**config.mk**
```make
export PLATFORM = sky130hd
export DESIGN_NAME = word_aligner_flat
export DESIGN_NICKNAME = d
export VERILOG_FILES = /design/src/rtl/ddr_pkg.sv /design/src/rtl/word_aligner_if.sv /design/src/rtl/word_aligner.sv /design/src/flat_wrapper.sv
export SDC_FILE = /design/constraint.sdc
export NUM_CORES = 1
export LEC_CHECK = 0
export ABC_AREA = 1
export CORE_AREA = 2 2 104 86
export DETAILED_ROUTE_END_ITERATION = 8
export DIE_AREA = 0 0 106 88
export GPL_ROUTABILITY_DRIVEN = 0
export PLACE_DENSITY = 0.79
export SLEW_MARGIN = 20
export SYNTH_ARGS = -nofsm -noshare
export SYNTH_HDL_FRONTEND = slang
export SYNTH_SLANG_ARGS = --single-unit
export TNS_END_PERCENT = 20
```
**constraint.sdc**
```tcl
create_clock -name high_speed_clock -period 4.2 [get_ports high_speed_clock]
set_input_delay 0.84 -clock high_speed_clock [delete_from_list [all_inputs] [get_ports high_speed_clock]]
set_output_delay 0.84 -clock high_speed_clock [all_outputs]
set_load 0.1 [all_outputs]
```
**src/rtl/ddr_pkg.sv**
```systemverilog
// rtl/ddr_pkg.sv - shared types and helpers for the deserializer word aligner
package ddr_pkg;

  typedef enum logic [1:0] {
    SEARCH,
    CONFIRM,
    LOCKED
  } align_state_t;

  localparam logic [63:0] DEFAULT_TRAIN_WORD = 64'hA5A5_5A5A_F00F_0FF0;

  // Width of a counter spanning 0..s-1, never narrower than one bit.
  function automatic int phase_w(input int s);
    return (s > 1) ? $clog2(s) : 1;
  endfunction

endpackage

```
**src/rtl/word_aligner_if.sv**
```systemverilog
// rtl/word_aligner_if.sv - deserializer word in, framed word and lock status out
interface word_aligner_if #(
  parameter int D = 8,
  parameter int S = 8
);
  import ddr_pkg::*;

  localparam int W  = D * S;
  localparam int PW = phase_w(S);

  logic [W-1:0]  deser_word;
  logic          realign;
  logic [W-1:0]  aligned_data;
  logic          aligned_valid;
  logic          locked;
  logic [PW-1:0] phase_offset;
  logic          search_timeout;

  modport master (
    output deser_word, realign,
    input  aligned_data, aligned_valid, locked, phase_offset, search_timeout
  );

  modport slave (
    input  deser_word, realign,
    output aligned_data, aligned_valid, locked, phase_offset, search_timeout
  );

endinterface

```
**src/rtl/word_aligner.sv**
```systemverilog
// rtl/word_aligner.sv - finds the framing phase from a training word and emits one
// aligned word every S cycles once locked
module word_aligner
  import ddr_pkg::*;
#(
  parameter int             D              = 8,
  parameter int             S              = 8,
  parameter logic [D*S-1:0] TRAIN_WORD     = (D*S)'(DEFAULT_TRAIN_WORD),
  parameter int             LOCK_COUNT     = 4,
  parameter int             SEARCH_TIMEOUT = 1024
) (
  input logic           high_speed_clock,
  input logic           reset,
  word_aligner_if.slave bus
);

  localparam int PW = phase_w(S);
  localparam int MW = $clog2(LOCK_COUNT + 1);
  localparam int TW = (SEARCH_TIMEOUT > 1) ? $clog2(SEARCH_TIMEOUT) : 1;

  localparam logic [PW-1:0] PHASE_LAST = PW'(S - 1);
  localparam logic [MW-1:0] LOCK_LAST  = MW'(LOCK_COUNT);
  localparam logic [TW-1:0] TO_LAST    = TW'(SEARCH_TIMEOUT - 1);

  align_state_t    state;
  align_state_t    state_next;
  logic [PW-1:0]   phase_cnt;
  logic [PW-1:0]   phase_offset_r;
  logic [MW-1:0]   match_cnt;
  logic [TW-1:0]   timeout_cnt;
  logic [D*S-1:0]  aligned_data_r;
  logic            aligned_valid_r;
  logic            search_timeout_r;
  logic            match;
  logic            phase_hit;

  assign match     = (bus.deser_word == TRAIN_WORD);
  assign phase_hit = (phase_cnt == phase_offset_r);

  // Free-running and never touched by realign, so phases stay comparable across a relock.
  always_ff @(posedge high_speed_clock) begin
    if (reset) begin
      phase_cnt <= '0;
    end else if (phase_cnt == PHASE_LAST) begin
      phase_cnt <= '0;
    end else begin
      phase_cnt <= phase_cnt + PW'(1);
    end
  end

  always_ff @(posedge high_speed_clock) begin
    if (reset) begin
      state <= SEARCH;
    end else begin
      state <= state_next;
    end
  end

  always_comb begin
    state_next = state;
    if (bus.realign) begin
      state_next = SEARCH;
    end else begin
      case (state)
        SEARCH: begin
          if (match) begin
            state_next = (LOCK_COUNT == 1) ? LOCKED : CONFIRM;
          end
        end
        CONFIRM: begin
          if (phase_hit) begin
            if (!match) begin
              state_next = SEARCH;
            end else if (match_cnt + MW'(1) == LOCK_LAST) begin
              state_next = LOCKED;
            end
          end
        end
        LOCKED:  state_next = LOCKED;
        default: state_next = SEARCH;
      endcase
    end
  end

  always_ff @(posedge high_speed_clock) begin
    if (reset) begin
      phase_offset_r   <= '0;
      match_cnt        <= '0;
      timeout_cnt      <= '0;
      aligned_data_r   <= '0;
      aligned_valid_r  <= 1'b0;
      search_timeout_r <= 1'b0;
    end else begin
      aligned_valid_r  <= 1'b0;
      search_timeout_r <= 1'b0;
      if (bus.realign) begin
        match_cnt   <= '0;
        timeout_cnt <= '0;
      end else begin
        case (state)
          SEARCH: begin
            if (match) begin
              phase_offset_r <= phase_cnt;
              match_cnt      <= MW'(1);
              timeout_cnt    <= '0;
            end else if (timeout_cnt == TO_LAST) begin
              timeout_cnt      <= '0;
              search_timeout_r <= 1'b1;
            end else begin
              timeout_cnt <= timeout_cnt + TW'(1);
            end
          end
          CONFIRM: begin
            if (phase_hit) begin
              if (match) begin
                match_cnt <= match_cnt + MW'(1);
              end else begin
                match_cnt   <= '0;
                timeout_cnt <= '0;
              end
            end
          end
          LOCKED: begin
            if (phase_hit) begin
              aligned_data_r  <= bus.deser_word;
              aligned_valid_r <= 1'b1;
            end
          end
          default: begin
            match_cnt <= '0;
          end
        endcase
      end
    end
  end

  assign bus.aligned_data   = aligned_data_r;
  assign bus.aligned_valid  = aligned_valid_r;
  assign bus.locked         = (state == LOCKED);
  assign bus.phase_offset   = phase_offset_r;
  assign bus.search_timeout = search_timeout_r;

endmodule

```
**src/flat_wrapper.sv**
```systemverilog
// flat-port wrapper written by rule: the top's interface ports become plain ports
module word_aligner_flat import ddr_pkg::*;
#(
  parameter int             D              = 8,
  parameter int             S              = 8,
  parameter logic [D*S-1:0] TRAIN_WORD     = (D*S)'(DEFAULT_TRAIN_WORD),
  parameter int             LOCK_COUNT     = 4,
  parameter int             SEARCH_TIMEOUT = 1024
)
  (high_speed_clock, reset, bus_deser_word, bus_realign, bus_aligned_data, bus_aligned_valid, bus_locked, bus_phase_offset, bus_search_timeout);
  word_aligner_if #(.D(D), .S(S)) bus_i ();
  input logic high_speed_clock;
  input logic reset;
  input wire logic [$bits(bus_i.deser_word)-1:0] bus_deser_word;
  input wire logic [$bits(bus_i.realign)-1:0] bus_realign;
  output wire logic [$bits(bus_i.aligned_data)-1:0] bus_aligned_data;
  output wire logic [$bits(bus_i.aligned_valid)-1:0] bus_aligned_valid;
  output wire logic [$bits(bus_i.locked)-1:0] bus_locked;
  output wire logic [$bits(bus_i.phase_offset)-1:0] bus_phase_offset;
  output wire logic [$bits(bus_i.search_timeout)-1:0] bus_search_timeout;
  assign bus_i.deser_word = bus_deser_word;
  assign bus_i.realign = bus_realign;
  assign bus_aligned_data = bus_i.aligned_data;
  assign bus_aligned_valid = bus_i.aligned_valid;
  assign bus_locked = bus_i.locked;
  assign bus_phase_offset = bus_i.phase_offset;
  assign bus_search_timeout = bus_i.search_timeout;
  word_aligner #(.D(D), .S(S), .TRAIN_WORD(TRAIN_WORD), .LOCK_COUNT(LOCK_COUNT), .SEARCH_TIMEOUT(SEARCH_TIMEOUT)) u_core (.high_speed_clock(high_speed_clock), .reset(reset), .bus(bus_i));
endmodule
```
==> flow_summary.rst <==
.. list-table::
   :header-rows: 1

   * - Metric
     - Value
   * - Result of the run
     - finished, final reports clean
   * - Layout cells sized above 1
     - 0.07669
   * - Multi-input combinational cell area
     - 0.001587 mm²
   * - Number of gates given a new drive strength after cts
     - 0
   * - Time the final worst path needs with I/O delays and setup
     - around 3 ns
   * - Hold violation total from the final report
     - 0
   * - Clock network fraction of total power
     - 0.359
   * - Critical path cell sequence
     - inv_2 -> nor2_2 -> clkdlybuf4s50_1
   * - Power Total
     - ~1.5 mW
   * - Pre-Repair DR Iteration Count
     - 4
   * - Startpoint type of the worst setup path
     - register
   * - Share of total power in combinational logic
     - 0.087
   * - Routed vias
     - 3750
   * - Drt drc
     - 0
   * - Category of cells accounting for the largest share of critical-path delay
     - buffers and inverters
   * - Worst-margin pin slew
     - between 1 and 1.5 ns
   * - Clock transition at the register clock pins on the worst setup and hold paths after CTS
     - around 0.080 ns
   * - Post-Synthesis Net Count
     - 602
   * - Post-route core utilization
     - 0.6633
   * - Clock tree root buffer cell
     - sky130_fd_sc_hd__clkbuf_8
   * - Number of global-route vias before repair
     - roughly 3.5k
   * - Crit path capture type
     - primary output
   * - Detailed Place HPWL
     - a little under 8 mm
   * - Number of diodes added for antenna fixing
     - 0
   * - Total CTS buffers
     - 9
   * - Avg Vias per Cell
     - 4.826
   * - Top_reg_cell synth
     - sky130_fd_sc_hd__dfxtp_1
   * - Worst path required time
     - 3.36 ns
   * - Remaining max-slew budget at the tightest pin
     - 0.3112
   * - Number of nets with antenna violations after detailed routing
     - 0
   * - Vertical die dimension
     - between 80 and 90 µm
   * - Number of hold buffers added after cts
     - 0
   * - Worst setup path category
     - register to primary output
   * - Antenna violations before repair
     - 0
   * - Int Power
     - between 1 and 1.5 mW
   * - Rows
     - 30
   * - WL final
     - just over 10 mm
   * - Number of flops mapped to enable cells by yosys
     - 0
   * - Post-Route Skew
     - approximately 0.013 ns
   * - Fraction of power spent switching nets
     - 0.2398
   * - Total die area
     - ~0.0093 mm²
   * - Power spent charging and discharging nets
     - 0.3597 mW
   * - Post-CTS Setup Repair Bufs
     - 0
   * - Critical path's largest stage delay
     - 1.16 ns
   * - Cell area after synthesis
     - approximately 0.0039 mm²
   * - Number of top-level pins
     - roughly 140
   * - Number of library cell types mapped by synthesis
     - 28
   * - Share of async-settable or async-resettable flops after synthesis
     - 0
   * - Maximum number of pins on one net before global-route repair
     - between 50 and 60
   * - Number of port buffers
     - between 100 and 150
   * - P per Cell Area
     - 272.6 mW/mm²
   * - Clock latency on the worst-skew pair
     - 0.35 ns
   * - Worst path arrival time
     - approximately 2.1 ns
   * - Achievable Freq
     - 338.0 MHz
   * - Share of synthesized area occupied by flip-flops and latches
     - 0.4508
   * - Unrepaired setup endpoints after global routing
     - no
   * - Total global-route track usage
     - 0.2221
   * - H-Tree Level Count
     - 3
   * - Class of the tightest hold or removal check
     - register to register
   * - Final setup fails
     - 0
   * - Largest voltage drop on the vdd net
     - approximately 0.00016 V
   * - Max-cap violations
     - 0
   * - Post-synthesis average cell area
     - roughly 7.3 µm²
   * - Clock tree from TritonCTS
     - built
   * - Standby leakage power
     - 2.089 nW
   * - Maximum buffer depth of the clock tree
     - 2
   * - Gate count after technology mapping
     - 530
   * - Area of the placeable core
     - 0.008295 mm²
   * - Effective utilization at floorplan
     - 0.4658
   * - Aggregate negative setup slack
     - 0 ns
   * - Portion of total power attributed to sequential cells
     - 0.554
   * - Worst path slowest cell
     - sky130_fd_sc_hd__clkdlybuf4s50_1
   * - FF+latch count, synth
     - 87
   * - Critical-path maximum fanout
     - 4
   * - Starting DRC count in detailed routing
     - 179
   * - Net count reported at finish
     - between 700 and 800
   * - Total congestion overflow
     - 0
   * - Final period util
     - 0.7044
   * - Global-route wire length before repair
     - about 16 mm
   * - CP Buf/Inv Count
     - 2
   * - Die Width
     - around 110 µm
   * - Filler instances
     - about 730
   * - Max-slew violations
     - 0
   * - CTS Sinks
     - 87
   * - Synthesis Warnings
     - 0
   * - Detail-routed net length per standard cell
     - about 13 µm
   * - Area added between synthesis and finish
     - 42.42%
   * - Total area of sequential cells
     - approximately 0.0017 mm²
==> cell usage after synthesis (2+ instances only) <==
cell                       number  share of area
sky130_fd_sc_hd__xor2_1         5          0.011
sky130_fd_sc_hd__nand2_2        7          0.011
sky130_fd_sc_hd__ha_1           5          0.016
sky130_fd_sc_hd__nor2_1        54          0.052
sky130_fd_sc_hd__a21oi_2        4         0.0091
sky130_fd_sc_hd__nor3_1         2         0.0026
sky130_fd_sc_hd__clkbuf_1      12          0.012
sky130_fd_sc_hd__dfxtp_1       87           0.45
sky130_fd_sc_hd__a21oi_1       67          0.087
sky130_fd_sc_hd__inv_1        110           0.11
sky130_fd_sc_hd__nor2_2         3         0.0049
sky130_fd_sc_hd__o21ai_0       35          0.045
sky130_fd_sc_hd__buf_2         10          0.013
sky130_fd_sc_hd__nand2_1       54          0.052
sky130_fd_sc_hd__o21bai_1       3         0.0058
sky130_fd_sc_hd__nand4_1        7          0.011
sky130_fd_sc_hd__o21ai_1       40          0.052
sky130_fd_sc_hd__nand3_1        7         0.0091
sky130_fd_sc_hd__o21ai_2        8          0.018
sky130_fd_sc_hd__inv_2          2         0.0019
==> worst reg2reg max path, delay by kind of cell (launching register included) <==
kind                      cells  cell delay (ns)
and+or+nand+nor               2             0.54
buffers and inverters         1             0.39
DFF                           1             0.35
AOI/OAI and AO/OA             2             0.32
xor gates and xnor gates      1             0.16
==> power by group through the flow <==
stage	Sequential (mW)	Combinational (mW)	Clock, mW
floorplan	0.849	0.0476	0
global placement	0.850	0.128	0
detailed placement	0.850	0.130	0
CTS	0.831	0.131	0.553
global route	0.831	0.145	0.591
finish	0.831	0.131	0.538
==> registers in the layout, summed over array words and instances (netlist names) <==
register                   count
u_core.match_cnt               3
u_core.bus.aligned_valid       1
u_core.bus.aligned_data       64
u_core.phase_cnt               3
u_core.bus.phase_offset        3
u_core.bus.search_timeout      1
u_core.timeout_cnt            10
u_core.state                   2
==> cell type report <==
type,count,share of cell area
well taps,112,0.02547
repair buffers,142,0.2601
multi-input cells,308,0.2883
clock inverters,5,0.007503
flip-flops and latches,87,0.3165
inverters,112,0.07640
clock buffers,11,0.02569
==> per-layer routing <==
metal,share of wire,global-route usage
met4,0.023,0.09211
met3,0.055,0.04836
met2,0.47,0.3730
met5,0,0
met1,0.46,0.2809
==> logic make-up after synthesis <==
logic type | Yosys count | share of synthesized area
xor+xnor | 6 | 0.01360
fa+ha+maj | 5 | 0.01619
simple gates | 140 | 0.1639
buf+inv | 135 | 0.1386
compound gates | 157 | 0.2170
flops | 87 | 0.4508
==> per-stage QoR <==
stage	cell area (µm²)	std cells	setup WS, ns	hold WS, ns
after global placement	5320	761	1.529	0.4295
after detailed placement	5320	761	1.461	0.4335
final	5503	777	1.242	0.4448
after CTS	5503	777	1.208	0.4464
after global routing	5503	777	1.125	0.4687
after floorplan	3864	530	2.054	0.4367
==> placed cells by master (no fill, tap or decap) <==
master / netlist / layout
sky130_fd_sc_hd__a21oi_2: 4 / 4
sky130_fd_sc_hd__nand4_1: 7 / 7
sky130_fd_sc_hd__nand3_2: 1 / 1
sky130_fd_sc_hd__nand3_1: 7 / 7
sky130_fd_sc_hd__nor3_1: 2 / 2
sky130_fd_sc_hd__dfxtp_1: 87 / 87
sky130_fd_sc_hd__clkinv_4: 0 / 1
sky130_fd_sc_hd__o21bai_1: 3 / 3
sky130_fd_sc_hd__nor2_8: 1 / 1
sky130_fd_sc_hd__nor2_1: 54 / 54
sky130_fd_sc_hd__xnor2_1: 1 / 1
sky130_fd_sc_hd__nand3_4: 1 / 1
sky130_fd_sc_hd__a21oi_1: 67 / 67
sky130_fd_sc_hd__o21ai_0: 35 / 35
sky130_fd_sc_hd__nor2_4: 1 / 1
sky130_fd_sc_hd__o21ai_2: 8 / 8
sky130_fd_sc_hd__clkdlybuf4s50_1: 0 / 136
sky130_fd_sc_hd__ha_1: 5 / 5
sky130_fd_sc_hd__nand2_2: 7 / 7
sky130_fd_sc_hd__inv_2: 2 / 2
sky130_fd_sc_hd__buf_4: 0 / 4
sky130_fd_sc_hd__nand2_4: 1 / 1
sky130_fd_sc_hd__inv_6: 0 / 2
sky130_fd_sc_hd__nand2_1: 54 / 54
sky130_fd_sc_hd__o21ai_1: 40 / 40
sky130_fd_sc_hd__xor2_1: 5 / 5
sky130_fd_sc_hd__clkbuf_8: 0 / 10
sky130_fd_sc_hd__clkbuf_1: 12 / 1
sky130_fd_sc_hd__or2_2: 1 / 1
sky130_fd_sc_hd__nor2_2: 3 / 3
sky130_fd_sc_hd__inv_1: 110 / 110
sky130_fd_sc_hd__buf_12: 1 / 2
sky130_fd_sc_hd__clkinvlp_4: 0 / 2
==> worst paths after layout <==
kind,slack (ns),start,endpoint,cells past startpoint
worst max-delay path,1.24,u_core.state[1]$_SDFFE_PP0P_,bus_locked,3
worst min-delay path,0.44,u_core.bus.aligned_data[23]$_SDFFE_PP0P_,u_core.bus.aligned_data[23]$_SDFFE_PP0P_,2
worst max register to register,2.32,u_core.bus.phase_offset[1]$_SDFFE_PP0P_,u_core.bus.aligned_data[63]$_SDFFE_PP0P_,6
worst min register to register,0.44,u_core.bus.aligned_data[23]$_SDFFE_PP0P_,u_core.bus.aligned_data[23]$_SDFFE_PP0P_,2
Note: power is estimated with default switching activity, not from simulation.
